### config.mk
export PLATFORM = sky130hd
export DESIGN_NAME = xadac_scoreboard_flat
export DESIGN_NICKNAME = d
export VERILOG_FILES = /design/src/rtl/xadac_scoreboard_pkg.sv /design/src/rtl/xadac_scoreboard_if.sv /design/src/rtl/xadac_scoreboard_match.sv /design/src/rtl/xadac_scoreboard.sv /design/src/flat_wrapper.sv
export SDC_FILE = /design/constraint.sdc
export NUM_CORES = 1
export LEC_CHECK = 0
export ABC_AREA = 1
export CAP_MARGIN = 20
export CORE_ASPECT_RATIO = 2
export CORE_MARGIN = 4
export CORE_UTILIZATION = 45
export DETAILED_ROUTE_END_ITERATION = 8
export PLACE_DENSITY = 0.73
export SLEW_MARGIN = 20
export SYNTH_ARGS = -nofsm -noshare
export SYNTH_HDL_FRONTEND = slang
export SYNTH_HIERARCHICAL = 1
export SYNTH_SLANG_ARGS = --single-unit
### constraint.sdc
create_clock -name clk_i -period 8.1 [get_ports clk_i]
set_input_delay 2.025 -clock clk_i [delete_from_list [all_inputs] [get_ports clk_i]]
set_output_delay 2.025 -clock clk_i [all_outputs]
set_load 0.02 [all_outputs]
### src/rtl/xadac_scoreboard_pkg.sv
// Shared defaults and helpers for the xadac in-flight scoreboard.
package xadac_scoreboard_pkg;

   localparam int unsigned NO_RS_DEF          = 2;
   localparam int unsigned NO_VS_DEF          = 3;
   localparam int unsigned ID_WIDTH_DEF       = 3;
   localparam int unsigned REG_ADDR_WIDTH_DEF = 5;
   localparam int unsigned VEC_ADDR_WIDTH_DEF = 5;

   // Number of scoreboard entries addressed by an ID of the given width.
   function automatic int unsigned sb_len(input int unsigned id_width);
      return 32'd1 << id_width;
   endfunction

endpackage

### src/rtl/xadac_scoreboard_if.sv
// Decode / retire / status bundle between the decoder side and the scoreboard.
interface xadac_scoreboard_if
   import xadac_scoreboard_pkg::*;
#(
   parameter int unsigned NoRs         = NO_RS_DEF,
   parameter int unsigned NoVs         = NO_VS_DEF,
   parameter int unsigned IdWidth      = ID_WIDTH_DEF,
   parameter int unsigned RegAddrWidth = REG_ADDR_WIDTH_DEF,
   parameter int unsigned VecAddrWidth = VEC_ADDR_WIDTH_DEF
) ();

   logic                         flush_i;
   logic                         dec_valid_i;
   logic                         dec_ready_o;
   logic [IdWidth-1:0]           dec_id_o;
   logic [RegAddrWidth-1:0]      dec_rd_addr_i;
   logic                         dec_rd_clob_i;
   logic [VecAddrWidth-1:0]      dec_vd_addr_i;
   logic                         dec_vd_clob_i;
   logic [NoRs*RegAddrWidth-1:0] dec_rs_addr_i;
   logic [NoRs-1:0]              dec_rs_read_i;
   logic [NoVs*VecAddrWidth-1:0] dec_vs_addr_i;
   logic [NoVs-1:0]              dec_vs_read_i;
   logic                         rsp_valid_i;
   logic [IdWidth-1:0]           rsp_id_i;
   logic [IdWidth:0]             count_o;
   logic                         full_o;
   logic                         spurious_o;

   modport master (
      output flush_i, dec_valid_i, dec_rd_addr_i, dec_rd_clob_i, dec_vd_addr_i, dec_vd_clob_i,
             dec_rs_addr_i, dec_rs_read_i, dec_vs_addr_i, dec_vs_read_i, rsp_valid_i, rsp_id_i,
      input  dec_ready_o, dec_id_o, count_o, full_o, spurious_o
   );

   modport slave (
      input  flush_i, dec_valid_i, dec_rd_addr_i, dec_rd_clob_i, dec_vd_addr_i, dec_vd_clob_i,
             dec_rs_addr_i, dec_rs_read_i, dec_vs_addr_i, dec_vs_read_i, rsp_valid_i, rsp_id_i,
      output dec_ready_o, dec_id_o, count_o, full_o, spurious_o
   );

endinterface

### src/rtl/xadac_scoreboard_match.sv
// Hazard check of one outstanding entry against the current decode request.
module xadac_scoreboard_match
   import xadac_scoreboard_pkg::*;
#(
   parameter int unsigned NoRs         = NO_RS_DEF,
   parameter int unsigned NoVs         = NO_VS_DEF,
   parameter int unsigned RegAddrWidth = REG_ADDR_WIDTH_DEF,
   parameter int unsigned VecAddrWidth = VEC_ADDR_WIDTH_DEF,
   parameter int unsigned TrackX0      = 0
) (
   input  logic                         e_valid,
   input  logic [RegAddrWidth-1:0]      e_rd_addr,
   input  logic                         e_rd_wr,
   input  logic [VecAddrWidth-1:0]      e_vd_addr,
   input  logic                         e_vd_wr,
   input  logic [RegAddrWidth-1:0]      rd_addr,
   input  logic                         rd_clob,
   input  logic [VecAddrWidth-1:0]      vd_addr,
   input  logic                         vd_clob,
   input  logic [NoRs*RegAddrWidth-1:0] rs_addr,
   input  logic [NoRs-1:0]              rs_read,
   input  logic [NoVs*VecAddrWidth-1:0] vs_addr,
   input  logic [NoVs-1:0]              vs_read,
   output logic                         hazard
);

   // Scalar register 0 is a hard zero unless tracking is enabled, so it never conflicts.
   localparam logic TRACK_X0 = (TrackX0 != 0) ? 1'b1 : 1'b0;

   logic hit;

   // OR together RAW (per source) and WAW hits; gated by the entry being valid.
   always_comb begin
      hit = 1'b0;
      for (int i = 0; i < NoRs; i++) begin
         hit = hit | (e_rd_wr & rs_read[i]
                      & (rs_addr[i*RegAddrWidth +: RegAddrWidth] == e_rd_addr)
                      & (TRACK_X0 | (e_rd_addr != {RegAddrWidth{1'b0}})));
      end
      for (int j = 0; j < NoVs; j++) begin
         hit = hit | (e_vd_wr & vs_read[j]
                      & (vs_addr[j*VecAddrWidth +: VecAddrWidth] == e_vd_addr));
      end
      hit = hit | (e_rd_wr & rd_clob & (rd_addr == e_rd_addr)
                   & (TRACK_X0 | (e_rd_addr != {RegAddrWidth{1'b0}})));
      hit = hit | (e_vd_wr & vd_clob & (vd_addr == e_vd_addr));
      hazard = e_valid & hit;
   end

endmodule

### src/rtl/xadac_scoreboard.sv
// In-flight instruction tracker: in-order ID allocation, out-of-order retire,
// decode stall on RAW/WAW hazards against outstanding destinations.
module xadac_scoreboard
   import xadac_scoreboard_pkg::*;
#(
   parameter int unsigned NoRs         = NO_RS_DEF,
   parameter int unsigned NoVs         = NO_VS_DEF,
   parameter int unsigned IdWidth      = ID_WIDTH_DEF,
   parameter int unsigned RegAddrWidth = REG_ADDR_WIDTH_DEF,
   parameter int unsigned VecAddrWidth = VEC_ADDR_WIDTH_DEF,
   parameter int unsigned TrackX0      = 0
) (
   input logic         clk_i,
   input logic         rst_ni,
   xadac_scoreboard_if.slave bus
);

   localparam int unsigned SbLen = sb_len(IdWidth);

   typedef struct packed {
      logic                    valid;
      logic [RegAddrWidth-1:0] rd_addr;
      logic                    rd_wr;
      logic [VecAddrWidth-1:0] vd_addr;
      logic                    vd_wr;
   } sb_entry_t;

   sb_entry_t          entries [SbLen];
   logic [IdWidth-1:0] tail;
   logic [IdWidth:0]   count;
   logic               spurious;
   logic [SbLen-1:0]   hits;
   logic               hazard;
   logic               full;
   logic               ready;
   logic               fire;
   logic               retire_ok;

   for (genvar g = 0; g < SbLen; g++) begin : g_match
      xadac_scoreboard_match #(
         .NoRs(NoRs), .NoVs(NoVs), .RegAddrWidth(RegAddrWidth),
         .VecAddrWidth(VecAddrWidth), .TrackX0(TrackX0)
      ) u_match (
         .e_valid   (entries[g].valid),
         .e_rd_addr (entries[g].rd_addr),
         .e_rd_wr   (entries[g].rd_wr),
         .e_vd_addr (entries[g].vd_addr),
         .e_vd_wr   (entries[g].vd_wr),
         .rd_addr   (bus.dec_rd_addr_i),
         .rd_clob   (bus.dec_rd_clob_i),
         .vd_addr   (bus.dec_vd_addr_i),
         .vd_clob   (bus.dec_vd_clob_i),
         .rs_addr   (bus.dec_rs_addr_i),
         .rs_read   (bus.dec_rs_read_i),
         .vs_addr   (bus.dec_vs_addr_i),
         .vs_read   (bus.dec_vs_read_i),
         .hazard    (hits[g])
      );
   end

   // Hazards look only at registered entries; a retire this cycle frees nothing until next cycle.
   assign hazard    = |hits;
   assign full      = entries[tail].valid;
   assign ready     = rst_ni & ~bus.flush_i & ~full & ~hazard;
   assign fire      = bus.dec_valid_i & ready;
   assign retire_ok = bus.rsp_valid_i & entries[bus.rsp_id_i].valid;

   assign bus.dec_ready_o = ready;
   assign bus.dec_id_o    = tail;
   assign bus.count_o     = count;
   assign bus.full_o      = full;
   assign bus.spurious_o  = spurious;

   // Entry array, tail pointer, occupancy count and spurious-retire flag.
   always_ff @(posedge clk_i or negedge rst_ni) begin
      if (!rst_ni) begin
         for (int i = 0; i < SbLen; i++) begin
            entries[i] <= '0;
         end
         tail     <= {IdWidth{1'b0}};
         count    <= {(IdWidth+1){1'b0}};
         spurious <= 1'b0;
      end else if (bus.flush_i) begin
         for (int i = 0; i < SbLen; i++) begin
            entries[i].valid <= 1'b0;
         end
         tail     <= {IdWidth{1'b0}};
         count    <= {(IdWidth+1){1'b0}};
         spurious <= 1'b0;
      end else begin
         spurious <= bus.rsp_valid_i & ~entries[bus.rsp_id_i].valid;
         // Retire and allocate never hit the same slot: allocation requires a free tail.
         if (retire_ok) begin
            entries[bus.rsp_id_i].valid <= 1'b0;
         end
         if (fire) begin
            entries[tail] <= '{valid:   1'b1,
                               rd_addr: bus.dec_rd_addr_i,
                               rd_wr:   bus.dec_rd_clob_i,
                               vd_addr: bus.dec_vd_addr_i,
                               vd_wr:   bus.dec_vd_clob_i};
            tail <= tail + IdWidth'(1);
         end
         count <= count + {{IdWidth{1'b0}}, fire} - {{IdWidth{1'b0}}, retire_ok};
      end
   end

endmodule

### src/flat_wrapper.sv
// flat-port wrapper written by rule: the top's interface ports become plain ports
module xadac_scoreboard_flat import xadac_scoreboard_pkg::*;
#(
   parameter int unsigned NoRs         = NO_RS_DEF,
   parameter int unsigned NoVs         = NO_VS_DEF,
   parameter int unsigned IdWidth      = ID_WIDTH_DEF,
   parameter int unsigned RegAddrWidth = REG_ADDR_WIDTH_DEF,
   parameter int unsigned VecAddrWidth = VEC_ADDR_WIDTH_DEF,
   parameter int unsigned TrackX0      = 0
)
  (clk_i, rst_ni, bus_flush_i, bus_dec_valid_i, bus_dec_rd_addr_i, bus_dec_rd_clob_i, bus_dec_vd_addr_i, bus_dec_vd_clob_i, bus_dec_rs_addr_i, bus_dec_rs_read_i, bus_dec_vs_addr_i, bus_dec_vs_read_i, bus_rsp_valid_i, bus_rsp_id_i, bus_dec_ready_o, bus_dec_id_o, bus_count_o, bus_full_o, bus_spurious_o);
  xadac_scoreboard_if #(.NoRs(NoRs), .NoVs(NoVs), .IdWidth(IdWidth), .RegAddrWidth(RegAddrWidth), .VecAddrWidth(VecAddrWidth)) bus_i ();
  input logic clk_i;
  input logic rst_ni;
  input wire logic [$bits(bus_i.flush_i)-1:0] bus_flush_i;
  input wire logic [$bits(bus_i.dec_valid_i)-1:0] bus_dec_valid_i;
  input wire logic [$bits(bus_i.dec_rd_addr_i)-1:0] bus_dec_rd_addr_i;
  input wire logic [$bits(bus_i.dec_rd_clob_i)-1:0] bus_dec_rd_clob_i;
  input wire logic [$bits(bus_i.dec_vd_addr_i)-1:0] bus_dec_vd_addr_i;
  input wire logic [$bits(bus_i.dec_vd_clob_i)-1:0] bus_dec_vd_clob_i;
  input wire logic [$bits(bus_i.dec_rs_addr_i)-1:0] bus_dec_rs_addr_i;
  input wire logic [$bits(bus_i.dec_rs_read_i)-1:0] bus_dec_rs_read_i;
  input wire logic [$bits(bus_i.dec_vs_addr_i)-1:0] bus_dec_vs_addr_i;
  input wire logic [$bits(bus_i.dec_vs_read_i)-1:0] bus_dec_vs_read_i;
  input wire logic [$bits(bus_i.rsp_valid_i)-1:0] bus_rsp_valid_i;
  input wire logic [$bits(bus_i.rsp_id_i)-1:0] bus_rsp_id_i;
  output wire logic [$bits(bus_i.dec_ready_o)-1:0] bus_dec_ready_o;
  output wire logic [$bits(bus_i.dec_id_o)-1:0] bus_dec_id_o;
  output wire logic [$bits(bus_i.count_o)-1:0] bus_count_o;
  output wire logic [$bits(bus_i.full_o)-1:0] bus_full_o;
  output wire logic [$bits(bus_i.spurious_o)-1:0] bus_spurious_o;
  assign bus_i.flush_i = bus_flush_i;
  assign bus_i.dec_valid_i = bus_dec_valid_i;
  assign bus_i.dec_rd_addr_i = bus_dec_rd_addr_i;
  assign bus_i.dec_rd_clob_i = bus_dec_rd_clob_i;
  assign bus_i.dec_vd_addr_i = bus_dec_vd_addr_i;
  assign bus_i.dec_vd_clob_i = bus_dec_vd_clob_i;
  assign bus_i.dec_rs_addr_i = bus_dec_rs_addr_i;
  assign bus_i.dec_rs_read_i = bus_dec_rs_read_i;
  assign bus_i.dec_vs_addr_i = bus_dec_vs_addr_i;
  assign bus_i.dec_vs_read_i = bus_dec_vs_read_i;
  assign bus_i.rsp_valid_i = bus_rsp_valid_i;
  assign bus_i.rsp_id_i = bus_rsp_id_i;
  assign bus_dec_ready_o = bus_i.dec_ready_o;
  assign bus_dec_id_o = bus_i.dec_id_o;
  assign bus_count_o = bus_i.count_o;
  assign bus_full_o = bus_i.full_o;
  assign bus_spurious_o = bus_i.spurious_o;
  xadac_scoreboard #(.NoRs(NoRs), .NoVs(NoVs), .IdWidth(IdWidth), .RegAddrWidth(RegAddrWidth), .VecAddrWidth(VecAddrWidth), .TrackX0(TrackX0)) u_core (.clk_i(clk_i), .rst_ni(rst_ni), .bus(bus_i));
endmodule
# [Word level (Yosys, flattened, before mapping)]
# Index checks and enable logic that the tools add are counted.
[totals] register_bits=112 inputBits=50 out_inout_bits=10 elab_cells=349
[op_classes] n_addsub=3 order_cmp=4 eq_ne=56 n_mux=27 n_bitwise=204 reduce_logical=12
[op_table] operator="104-bit two-way mux" count=3
[op_table] operator="5-bit equality test" count=56
[op_table] operator="104-bit bitwise mux" count=2
[op_table] operator="1-bit bitwise AND" count=150
[op_table] operator="13-bit binary-select mux with 3-bit select" count=2
[op_table] operator="13-bit demux with 3-bit select" count=2
[op_table] operator="13-bit two-way mux" count=6
[op_table] operator="1-bit OR" count=48
[op_table] operator="5-bit nonzero test" count=8
[op_table] operator="1-bit two-way mux" count=9
[op_table] operator="4-bit greater-or-equal comparator, second input constant" count=2
[op_table] operator="4-bit by 1-bit < comparator with 1-bit output, second input constant" count=2
[op_table] operator="3-bit NOT with 4-bit output" count=2
[op_table] operator="8-bit OR reduction" count=1
[op_table] operator="3-bit two-way mux" count=2
[op_table] operator="4-bit by 1-bit adder with 4-bit output" count=1
[op_table] operator="4-bit two-way mux" count=1
[op_table] operator="1-bit NOT" count=4
[op_table] operator="4-bit by 1-bit subtractor with 4-bit output" count=1
[op_table] operator="3-bit by 1-bit adder with 3-bit output, second input constant" count=1
[op_table] operator="1-bit logical AND" count=2
[op_table] operator="2-bit nonzero test" count=1

# [Longest topological paths before layout]
[logic_depth] depth_word=17 ltp_mapped=19 depth_no_buf=19

# [Modules after synthesis]
# Netlist, hierarchy kept.
[modules_own_cells] mod="xadac_scoreboard_match" n_inst=8 cells_each=181 area_per_inst_um2=706.9 seq_area_each_um2=0.0
[modules_own_cells] mod="xadac_scoreboard" n_inst=1 cells_each=599 area_per_inst_um2=5019.8 seq_area_each_um2=2802.7

# [Worst setup path before layout]
# Ideal clock, no wire load.
[synth_timing] path_kind="in2out" from="in bus_dec_vd_addr_i[3]" to="out bus_dec_ready_o" t_arrival_ns=3.224 required_time_ns=6.075 setup_slack_ns=2.851 stages=12 path_buffers=0 cell_sequence="inv_1 o21ai_0 nor2_1 nand3_1 nand2_1 nor2_1 a21oi_1 nor2_1 nand3_1 nor2_2 nand3_2 inv_1"
[synth_via] elab_chain_len=7 word_cells_on_any_way=35 cone_classes="8 x eq/ne; 26 x bitwise; 1 x reduce/logical"
[synth_rtl] element="from (decl)" line="flat_wrapper.sv:19" text="input wire logic [$bits(bus_i.dec_vd_addr_i)-1:0] bus_dec_vd_addr_i;"
[synth_rtl] element="5-bit equality test" line="xadac_scoreboard_match.sv:46" text="hit = hit | (e_vd_wr & vd_clob & (vd_addr == e_vd_addr));"
[synth_rtl] element="1-bit bitwise AND" line="xadac_scoreboard_match.sv:46"
[synth_rtl] element="1-bit OR" line="xadac_scoreboard_match.sv:46"
[synth_rtl] element="1-bit bitwise AND" line="xadac_scoreboard_match.sv:47" text="hazard = e_valid & hit;"
[synth_rtl] element="named net u_core.hits[7]" line="xadac_scoreboard.sv:32" text="logic [SbLen-1:0] hits;"
[synth_rtl] element="8-bit OR reduction" line="xadac_scoreboard.sv:62" text="assign hazard = |hits;"
[synth_rtl] element="1-bit NOT" line="xadac_scoreboard.sv:64" text="assign ready = rst_ni & ~bus.flush_i & ~full & ~hazard;"
[synth_rtl] element="1-bit bitwise AND" line="xadac_scoreboard.sv:64"
[synth_rtl] element="to (decl)" line="flat_wrapper.sv:27" text="output wire logic [$bits(bus_i.dec_ready_o)-1:0] bus_dec_ready_o;"
# The timed path passes the listed nets, and every way through them passes these cells.

# [Worst setup path after layout]
[layout_timing] from="in bus_dec_vs_addr_i[14]" to="out bus_dec_ready_o"
[layout_via] elab_chain_len=9 word_cells_on_any_way=51 cone_classes="8 x eq/ne; 42 x bitwise; 1 x reduce/logical"
[layout_rtl] element="from (decl)" line="flat_wrapper.sv:23" text="input wire logic [$bits(bus_i.dec_vs_addr_i)-1:0] bus_dec_vs_addr_i;"
[layout_rtl] element="5-bit equality test" line="xadac_scoreboard_match.sv:42" text="& (vs_addr[j*VecAddrWidth +: VecAddrWidth] == e_vd_addr));"
[layout_rtl] element="1-bit bitwise AND" line="xadac_scoreboard_match.sv:42"
[layout_rtl] element="1-bit OR" line="xadac_scoreboard_match.sv:41" text="hit = hit | (e_vd_wr & vs_read[j]"
[layout_rtl] element="1-bit OR" line="xadac_scoreboard_match.sv:44" text="hit = hit | (e_rd_wr & rd_clob & (rd_addr == e_rd_addr)"
[layout_rtl] element="1-bit OR" line="xadac_scoreboard_match.sv:46"
[layout_rtl] element="1-bit bitwise AND" line="xadac_scoreboard_match.sv:47"
[layout_rtl] element="named net u_core.hits[6]" line="xadac_scoreboard.sv:32"
[layout_rtl] element="8-bit OR reduction" line="xadac_scoreboard.sv:62"
[layout_rtl] element="1-bit NOT" line="xadac_scoreboard.sv:64"
[layout_rtl] element="1-bit bitwise AND" line="xadac_scoreboard.sv:64"
# The timed path passes the listed nets, and every way through them passes these cells.

==> impl_metrics.env <==
export IMPL_drc=0
export IMPL_cts_htree_levels=3
export IMPL_powerDensity_nw_per_um2=131
export IMPL_dieArea_um2=26400
export IMPL_finalSetupViolations=0
export IMPL_yosysWarningCount=6
export IMPL_pin_count=60
export IMPL_cts_tree="done"
export IMPL_gp_congestion=0.930
export IMPL_cp_startpoint="bus_dec_vs_addr_i[14]"
export IMPL_drt_iter0_markers=1020
export IMPL_fin_crit_ns=7.27
export IMPL_wl_per_cell_um=16.3
export IMPL_fp_row_count=79
export IMPL_cts_max_path_buffers=2
export IMPL_timing_worst_slew_pin_value_ns=0.973
export IMPL_hold_class="flop to flop"
export IMPL_total_power_uw=1560
export IMPL_fin_worst_skew_ns=0.00562
export IMPL_cts_root_buf="clkbuf_16"
export IMPL_maxSlewHeadroom_pct=34.9
export IMPL_fmax_ghz=0.138
export IMPL_grt_pass1_wl_um=59900
export IMPL_dieWidth_um=117
export IMPL_worst_path_most_repeated_cell="nor2_1"
export IMPL_clkSinkCount=112
export IMPL_finalSetupTns_ns=0
export IMPL_worstReg2RegEnd="u_core/bus.count_o[2]"
export IMPL_start_util_pct=45.8
export IMPL_crit_path_end="bus_dec_ready_o"
export IMPL_synth_ff_type="dfrtp_1"
export IMPL_yosysSeqAreaShare_pct=26.3
export IMPL_worstPathRequired_ns=6.08
export IMPL_drt_first_pass_iters=5
export IMPL_finalHoldViolCount=0
export IMPL_die_h_um=226
export IMPL_syn_instance_count=2047
export IMPL_syn_area_um2=10700
export IMPL_viasPerCell=5.34
export IMPL_ff2ff_path_depth=18
export IMPL_synth_area_per_cell_um2=5.22
export IMPL_antenna_left=0
export IMPL_drive_above_1_share_pct=5.86
export IMPL_async_flop_share_pct=100
export IMPL_ctsHoldBuffers=0
export IMPL_r2r_start="u_core/entries[14]"
export IMPL_outcome="complete, no violations"
export IMPL_crit_path_end_kind="output port"
export IMPL_syn_nets=2103
export IMPL_r2r_slack_ns=4.54
export IMPL_antenna_cells=0
export IMPL_post_cts_setup_buffer_count=0
export IMPL_area_growth_synth_to_final_pct=11.1
export IMPL_cts_buffers=9
export IMPL_grt_ovfl_total=0
export IMPL_critPathLaunchType="input port"
export IMPL_core_area_um2=23300
export IMPL_synth_seq_cells=112
export IMPL_cp_max_fo=16
export IMPL_grt_max_degree=67
export IMPL_ys_types=24
export IMPL_grt_usage_pct=29.4
export IMPL_cp_slowest_cell="clkdlybuf4s50_1"
export IMPL_max_stage_delay_ns=1.08
export IMPL_vias=12700
export IMPL_crit_chain="clkdlybuf4s50_1 -> nand2_1 -> o21ai_1 -> nor2_1 -> nand3_1 -> nand2_1 -> nor2_1 -> a21oi_1 -> nor2_1 -> nand3_1 -> nor2_2 -> nand3_2 -> inv_1 -> clkdlybuf4s50_1"
export IMPL_clk_pin_slew_ns=0.07
export IMPL_finalCritPeriodShare_pct=89.8
export IMPL_fin_nets=2149
export IMPL_criticalPathCategory="input port to output port"
export IMPL_ir_worst_vdd_v=0.000111
export IMPL_cts_resized=0
export IMPL_hpwl_um=27100
export IMPL_wl_um=38800
export IMPL_clock_latency_ns=0.37
export IMPL_io_buffers=59
export IMPL_critPathArrivalTime_ns=5.25
export IMPL_p_leak_uw=0.00740
export IMPL_drv_slew=0
export IMPL_cap_violations=0
export IMPL_first_global_vias=12000
export IMPL_antenna_found_initial=0
export IMPL_rsz0062_at_grt="no"
export IMPL_synth_edff_count=0
==> cells by family (layout without fill, tap and decap cells) <==
kind of cell	Yosys count	after routing	share of synthesized area (%)
compound gates	58	58	2.72
buf+inv	408	459	14.9
xor+xnor	3	3	0.246
fa+ha+maj	6	6	0.774
flops	112	112	26.3
simple gates	1460	1460	55.1
==> power breakdown <==
part | leakage [µW] | switching [µW] | total, µW | internal [µW]
combinational | 0.00572 | 290 | 434 | 144
clock | 0.000152 | 224 | 471 | 247
sequential | 0.00153 | 59.5 | 654 | 595
total | 0.00740 | 574 | 1560 | 985
==> worst min-delay path by stage <==
stage                     slack, ns               start  cells past startpoint                  to
after floorplan                0.49  u_core/entries[19]                      2  u_core/entries[19]
after global placement         0.50   u_core/entries[1]                      2   u_core/entries[1]
after detailed placement       0.51  u_core/entries[20]                      2  u_core/entries[20]
after CTS                      0.53  u_core/entries[53]                      2  u_core/entries[53]
after global routing           0.55   u_core/entries[1]                      2   u_core/entries[1]
final                          0.53  u_core/entries[85]                      2  u_core/entries[85]
==> routing by layer <==
layer | GRT usage [%] | vias up | part of all wire [%] | wire length [µm]
met5 | 0 | - | 0 | 0
met2 | 52.8 | 597 | 50 | 19600
met1 | 29.2 | 5694 | 34 | 13300
li1 | - | 6208 | - | -
met3 | 4.34 | 209 | 6.6 | 2560
met4 | 23.2 | 0 | 8.7 | 3370
==> layout make-up <==
class | count | area, µm²
fill | 2523 | 11500
tap | 283 | 354
sequential | 112 | 2800
timing repair buffer | 80 | 758
inverter | 363 | 1360
multi-input combinational | 1527 | 6290
clock buffer | 10 | 239
clock inverter | 6 | 58.8
==> through the flow <==
step	setup slack, ns	instances	area [µm²]	hold WS [ns]	utilization (%)
after CTS	0.861	2381	11900	0.531	50.8
final	0.828	2381	11900	0.529	50.8
after global routing	0.554	2381	11900	0.554	50.8
after detailed placement	0.870	2365	11600	0.511	49.5
after floorplan	2.85	2047	10700	0.485	-
after global placement	0.895	2365	11600	0.505	49.5
==> layout by cell type (no fill, tap or decap), types with 21 or more instances in the layout <==
master             n
nor3_1            22
buf_4             21
o21ai_0           22
clkdlybuf4s50_1   58
nand3_1          225
nor2_1           236
inv_1            294
inv_2             69
nand2_1          949
o21ai_1           24
dfrtp_1          112
==> sequential cells by signal, indices dropped and copies added (netlist names) <==
signal / flops
u_core/bus.count_o: 4
u_core/entries: 104
u_core/bus.spurious_o: 1
u_core/bus.dec_id_o: 3
==> cells in the mapped netlist (5+ instances only) <==
cell type | count | area, µm²
a21oi_1 | 12 | 60.1
buf_2 | 18 | 90.1
clkbuf_1 | 11 | 41.3
clkbuf_2 | 12 | 60.1
dfrtp_1 | 112 | 2800
ha_1 | 5 | 62.6
inv_1 | 294 | 1100
inv_2 | 69 | 259
nand2_1 | 949 | 3560
nand3_1 | 225 | 1130
nand4_1 | 12 | 75.1
nor2_1 | 236 | 886
nor2_2 | 10 | 62.6
nor3_1 | 23 | 115
o21ai_0 | 22 | 110
o21ai_1 | 24 | 120
==> critical path, delay by kind of cell <==
family	cells	cell delay [ns]
AOI/OAI and AO/OA	2	0.20
buffers and inverters	3	1.77
and+or+nand+nor	9	1.24
No activity file was read; power rests on OpenSTA's default activity.
